[config.mk]
export PLATFORM = sky130hd
export DESIGN_NAME = power_07bc_dec
export DESIGN_NICKNAME = d
export VERILOG_FILES = /design/src/rtl/power_07bc_dec.sv
export SDC_FILE = /design/constraint.sdc
export NUM_CORES = 1
export LEC_CHECK = 0
export ABC_AREA = 0
export ABC_CLOCK_PERIOD_IN_PS = 2400
export CAP_MARGIN = 10
export CORE_AREA = 2 2 78 99
export CTS_BUF_LIST = sky130_fd_sc_hd__clkbuf_4 sky130_fd_sc_hd__clkbuf_8 sky130_fd_sc_hd__clkbuf_16
export CTS_CLUSTER_DIAMETER = 80
export DETAILED_ROUTE_END_ITERATION = 8
export DIE_AREA = 0 0 80 101
export PLACE_DENSITY_LB_ADDON = 0.2
export SYNTH_ARGS = -nofsm -noshare
export SYNTH_HDL_FRONTEND = slang
export SYNTH_SLANG_ARGS = --single-unit
[constraint.sdc]
create_clock -name clk -period 2.4 [get_ports clk]
set_clock_uncertainty 0.2 [all_clocks]
set_input_delay 0.48 -clock clk [delete_from_list [all_inputs] [get_ports clk]]
set_output_delay 0.48 -clock clk [all_outputs]
set_load 0.005 [all_outputs]
[src/rtl/power_07bc_dec.sv]
// Receive-side decoder for the power_07bc lane-masked encoding.
// Decoded beats are queued in a 2-entry FIFO; saturating beat/flip statistics are kept.
module power_07bc_dec #(
  parameter  int unsigned W     = 8,
  parameter  int unsigned CNT_W = 16,
  localparam int unsigned FW    = $clog2(W + 1)
) (
  input  logic             clk,
  input  logic             rst_n,
  input  logic             in_valid,
  output logic             in_ready,
  input  logic [W-1:0]     in_y,
  input  logic [W-1:0]     in_k1,
  input  logic [W-1:0]     in_k3,
  input  logic [W-1:0]     in_k4,
  output logic             out_valid,
  input  logic             out_ready,
  output logic [W-1:0]     out_d,
  output logic [FW-1:0]    out_flips,
  input  logic             clr,
  output logic [CNT_W-1:0] beat_cnt,
  output logic [CNT_W-1:0] flip_cnt
);

  logic [W-1:0]  mask_c;
  logic [W-1:0]  dec_c;
  logic [FW-1:0] flips_c;

  logic [W-1:0]  mem_d [2];
  logic [FW-1:0] mem_f [2];
  logic          wr_ptr;
  logic          rd_ptr;
  logic [1:0]    count;

  logic          push_c;
  logic          pop_c;
  logic [CNT_W:0] flip_sum_c;

  // Lane mask, decoded data and popcount of inverted lanes
  always_comb begin
    mask_c  = in_k4 & ~in_k1 & ~in_k3;
    dec_c   = in_y ^ mask_c;
    flips_c = '0;
    for (int i = 0; i < W; i++) begin
      flips_c = flips_c + FW'(mask_c[i]);
    end
  end

  assign in_ready   = (count != 2'd2);
  assign out_valid  = (count != 2'd0);
  assign out_d      = out_valid ? mem_d[rd_ptr] : '0;
  assign out_flips  = out_valid ? mem_f[rd_ptr] : '0;
  assign push_c     = in_valid & in_ready;
  assign pop_c      = out_valid & out_ready;
  assign flip_sum_c = {1'b0, flip_cnt} + (CNT_W + 1)'(flips_c);

  // FIFO storage, pointers and occupancy
  always_ff @(posedge clk or negedge rst_n) begin
    if (!rst_n) begin
      mem_d[0] <= '0;
      mem_d[1] <= '0;
      mem_f[0] <= '0;
      mem_f[1] <= '0;
      wr_ptr   <= 1'b0;
      rd_ptr   <= 1'b0;
      count    <= 2'd0;
    end else begin
      if (push_c) begin
        mem_d[wr_ptr] <= dec_c;
        mem_f[wr_ptr] <= flips_c;
        wr_ptr        <= ~wr_ptr;
      end
      if (pop_c) begin
        rd_ptr <= ~rd_ptr;
      end
      case ({push_c, pop_c})
        2'b10:   count <= count + 2'd1;
        2'b01:   count <= count - 2'd1;
        default: count <= count;
      endcase
    end
  end

  // Saturating statistics; clear wins over a same-cycle transfer
  always_ff @(posedge clk or negedge rst_n) begin
    if (!rst_n) begin
      beat_cnt <= '0;
      flip_cnt <= '0;
    end else if (clr) begin
      beat_cnt <= '0;
      flip_cnt <= '0;
    end else if (push_c) begin
      if (beat_cnt != {CNT_W{1'b1}}) begin
        beat_cnt <= beat_cnt + CNT_W'(1);
      end
      flip_cnt <= flip_sum_c[CNT_W] ? {CNT_W{1'b1}} : flip_sum_c[CNT_W-1:0];
    end
  end

endmodule

==> impl_results.md <==
- First-pass GRT wire length: 16.5 mm
- Commonest non-fill, non-tap cells in the layout: clkdlybuf4s50_1, dfrtp_1, buf_4
- Wire per inst: 16.9 um
- Clk root buf: clkbuf_8
- N_diodes: 0
- Sequential-to-total area share from yosys stat: 42.1%
- Failing checks: setup timing
- Clock-pin slew on the worst setup and hold paths: 0.07 ns
- Crit-path max FO: 4
- R2r startpoint: flip_cnt[0]
- Die area: 8080 sq um
- Clock Power Share: 28.2%
- Asr flop ratio synth: 100%
- Critical path launch point type: primary input
- Worst slew pin tran: 0.502 ns
- RSZ-0062 raised after global routing: yes
- Max_slew headroom: 66.2%
- Initial Util: 49.7%
- Synth Register Bits: 60
- Yosys top cell area share: 42.1%
- Crit path required time: 2.45 ns
- Delay of the slowest cell on the worst path: 0.58 ns
- Final hold vios: 0
- R2R depth: 7
- Share of post-route cells with drive strength above 1: 26.6%
- Setup ws final: -2.14 ns
- Pre-antenna DRT Iters: 4
- DIE HEIGHT: 101 um
- Final setup violating endpoints: 24
- Area growth, synth to finish: 50.6%
- Row cnt: 35
- Simple-gate area share of the yosys netlist: 22.0%
- 1st-iter DRT viols: 103
- Worst Setup SP: in_k1[1]
- Sequential power share: 34.1%
- GP Congestion: 0.941
- Clock buffer count from CTS: 9
- Tcrit/Tclk final: 189%
- Hold path cells: 2
- Crit end category: flop
- Cell area after synthesis: 3570 sq um
- Synth Flop Type: dfrtp_1
- Vias in the first global route: 3426
- Nets: 546
- # DRC: 0
- Crit path cell chain: buf_6, or3b_4, fa_1, fa_1, inv_2, fa_2, ha_4, fa_2, xnor2_2, inv_1, ha_4, buf_4, nand2b_4, a21o_4, or3_1, a311oi_1
- Post-synthesis mux area share: 4.91%
- Slowest CP cell: fa_1
- Static Leak: 2.41 nW
- H-tree depth: 3
- Status: finished, violations left
- Switching Power: 1.32 mW
- Xor/xnor share of the synthesized area: 3.68%
- Vias: 3451
- GRT Overall Usage: 25.9%
- PortBufs: 82
- Overflow after GRT: 0
- Dominant combinational cell family by area after synthesis: simple AND/OR/NAND/NOR gates
- Max-cap violations: 0
- Hold Path Class: reg2reg
- Cells after synthesis: 369
- CTS tree: done
- Post-synth EDFFs: 0
- Core area: 7180 sq um
- Synth cell types: 59
- Internal power: 2.80 mW
- Synth Area in Adders: 5.96%
- Hold_ws: 0.281 ns
- Detail Placement HPWL: 6.79 mm
- Routed WL: 9.98 mm
- Commonest non-fill, non-tap cell in the layout: clkdlybuf4s50_1
- Synth top area cells: dfrtp_1, o21ai_0, mux2i_1, nand2_1, ha_1
- Setup Crit Path Kind: in2reg
- Compound-Gate Fraction of Synth Area: 16.5%
- Gate power share: 37.7%
- Syn. warnings: 0
- Worst Path Arrival: 4.59 ns
- Area leader, netlist: dfrtp_1
- Maximum number of pins on one net before global-route repair: 61
- Num ports: 83
- DR vias/cell: 5.83
- Maximum vdd drop: 0.444 mV
- Clk_lat worst skew: 0.34 ns
- Worst-case clock buffer depth: 2
- Switching Share: 32.0%
- Util after Layout: 74.9%
- Pwr/cell area: 766 nW/um^2
- Post-Syn Nets: 420
- Syn Area/Cell: 9.67 sq um
- Max-slew violation count: 0
- Clock tree sinks: 60
- Initial antenna violation count: 0
- Peak Freq: 220 MHz
- Launch point of the worst hold path: mem_d[12]
- Minimum clock period: 4.54 ns
- Routed Antenna Nets: 0
- Die W: 80 um
-- cells in the mapped netlist (2+ instances only) --
master	number
clkbuf_1	7
o21ai_0	31
inv_1	17
nand4_1	3
buf_4	2
and3_1	2
and4_1	4
nor4_4	2
nand2_1	34
xor2_1	8
and2_1	2
a311oi_1	6
a21oi_1	15
buf_2	4
o41ai_1	2
a21o_1	3
dfrtp_1	60
xnor2_1	7
nor4_1	5
mux2i_1	13
a31oi_1	7
nand3_1	16
a211oi_1	7
nand2b_1	2
mux2_2	3
nor3_1	9
or4_1	4
nand4_4	2
ha_1	9
or3_1	4
clkbuf_8	2
nor3b_1	3
fa_1	5
a2111oi_0	3
or3b_2	3
nor2b_1	4
o31ai_1	6
nor2_1	27
a41oi_1	6
-- path summary, 6_finish.rpt --
| check | endpoint | slack, ns |
|---|---|---|
| worst max register to register | flip_cnt[6] | 0.18 |
| max in group asynchronous | count[0] | 1.23 |
| worst min-delay path | mem_d[12] | 0.28 |
| min in group asynchronous | flip_cnt[3] | 0.47 |
| worst max-delay path | flip_cnt[6] | -2.14 |
| worst min register to register | mem_d[12] | 0.28 |
-- power groups by stage --
stage               registers, mW  clock network [mW]  logic [mW]
floorplan                    1.37                   0       0.817
global placement             1.44                   0        1.37
detailed placement           1.46                   0        1.40
CTS                          1.40                1.18        1.58
global route                 1.43                1.21        1.72
finish                       1.40                1.16        1.55
-- logic make-up after synthesis --
logic type | count (synthesis)
xor gates and xnor gates | 15
adders and majority gates | 14
AOI/OAI and AO/OA | 92
buffers and inverters | 35
muxes | 17
DFF | 60
and+or+nand+nor | 136
-- flip-flops by register name, indices dropped and copies added, names as in the netlist --
signal    flops
mem_d        16
flip_cnt     16
beat_cnt     16
mem_f         8
wr_ptr        1
count         2
rd_ptr        1
-- layout make-up --
class | count | area (sq um)
Fill cell | 528 | 1810
Sequential cell | 60 | 1510
Inverter | 19 | 72.6
Tap cell | 92 | 115
Timing Repair Buffer | 131 | 1240
Clock inverter | 4 | 95.1
Clock buffer | 12 | 159
Multi-Input combinational cell | 274 | 2190
-- metrics by stage --
stage	cell area [sq um]	TNS, ns	total power [mW]	worst slack (ns)	cells
global route	5380	-42.63	4.36	-2.29	592
detailed placement	4830	-56.31	2.86	-2.80	565
finish	5380	-39.41	4.12	-2.14	592
floorplan	3700	-41.30	2.19	-2.21	369
global placement	4830	-55.64	2.81	-2.75	565
CTS	5270	-41.11	4.16	-2.21	591
-- repair_timing --
| item | in CTS | in global routing |
|---|---|---|
| hold buffers | 1 | 0 |
| setup buffers | 10 | 5 |
| resized for setup | 56 | 26 |
| hold endpoints to repair | 60 | 0 |
| pin swaps | 25 | 23 |
| setup endpoints to repair | 36 | 36 |
-- critical path, delay by kind of cell --
kind,cells,cell delay [ns]
AOI/OAI and AO/OA,2,0.45
xor gates and xnor gates,1,0.18
buffers and inverters,4,0.39
and+or+nand+nor,3,0.78
adders and majority gates,6,2.32
-- routing by layer --
layer / track usage, % / up-vias / share of wire, %
met1: 32.7 / 1681 / 40
met4: 9.39 / 0 / 2.4
li1: - / 1610 / -
met5: 0 / - / 0
met3: 3.76 / 23 / 6.2
met2: 44.7 / 137 / 52
Note: power is estimated with default switching activity, not from simulation.
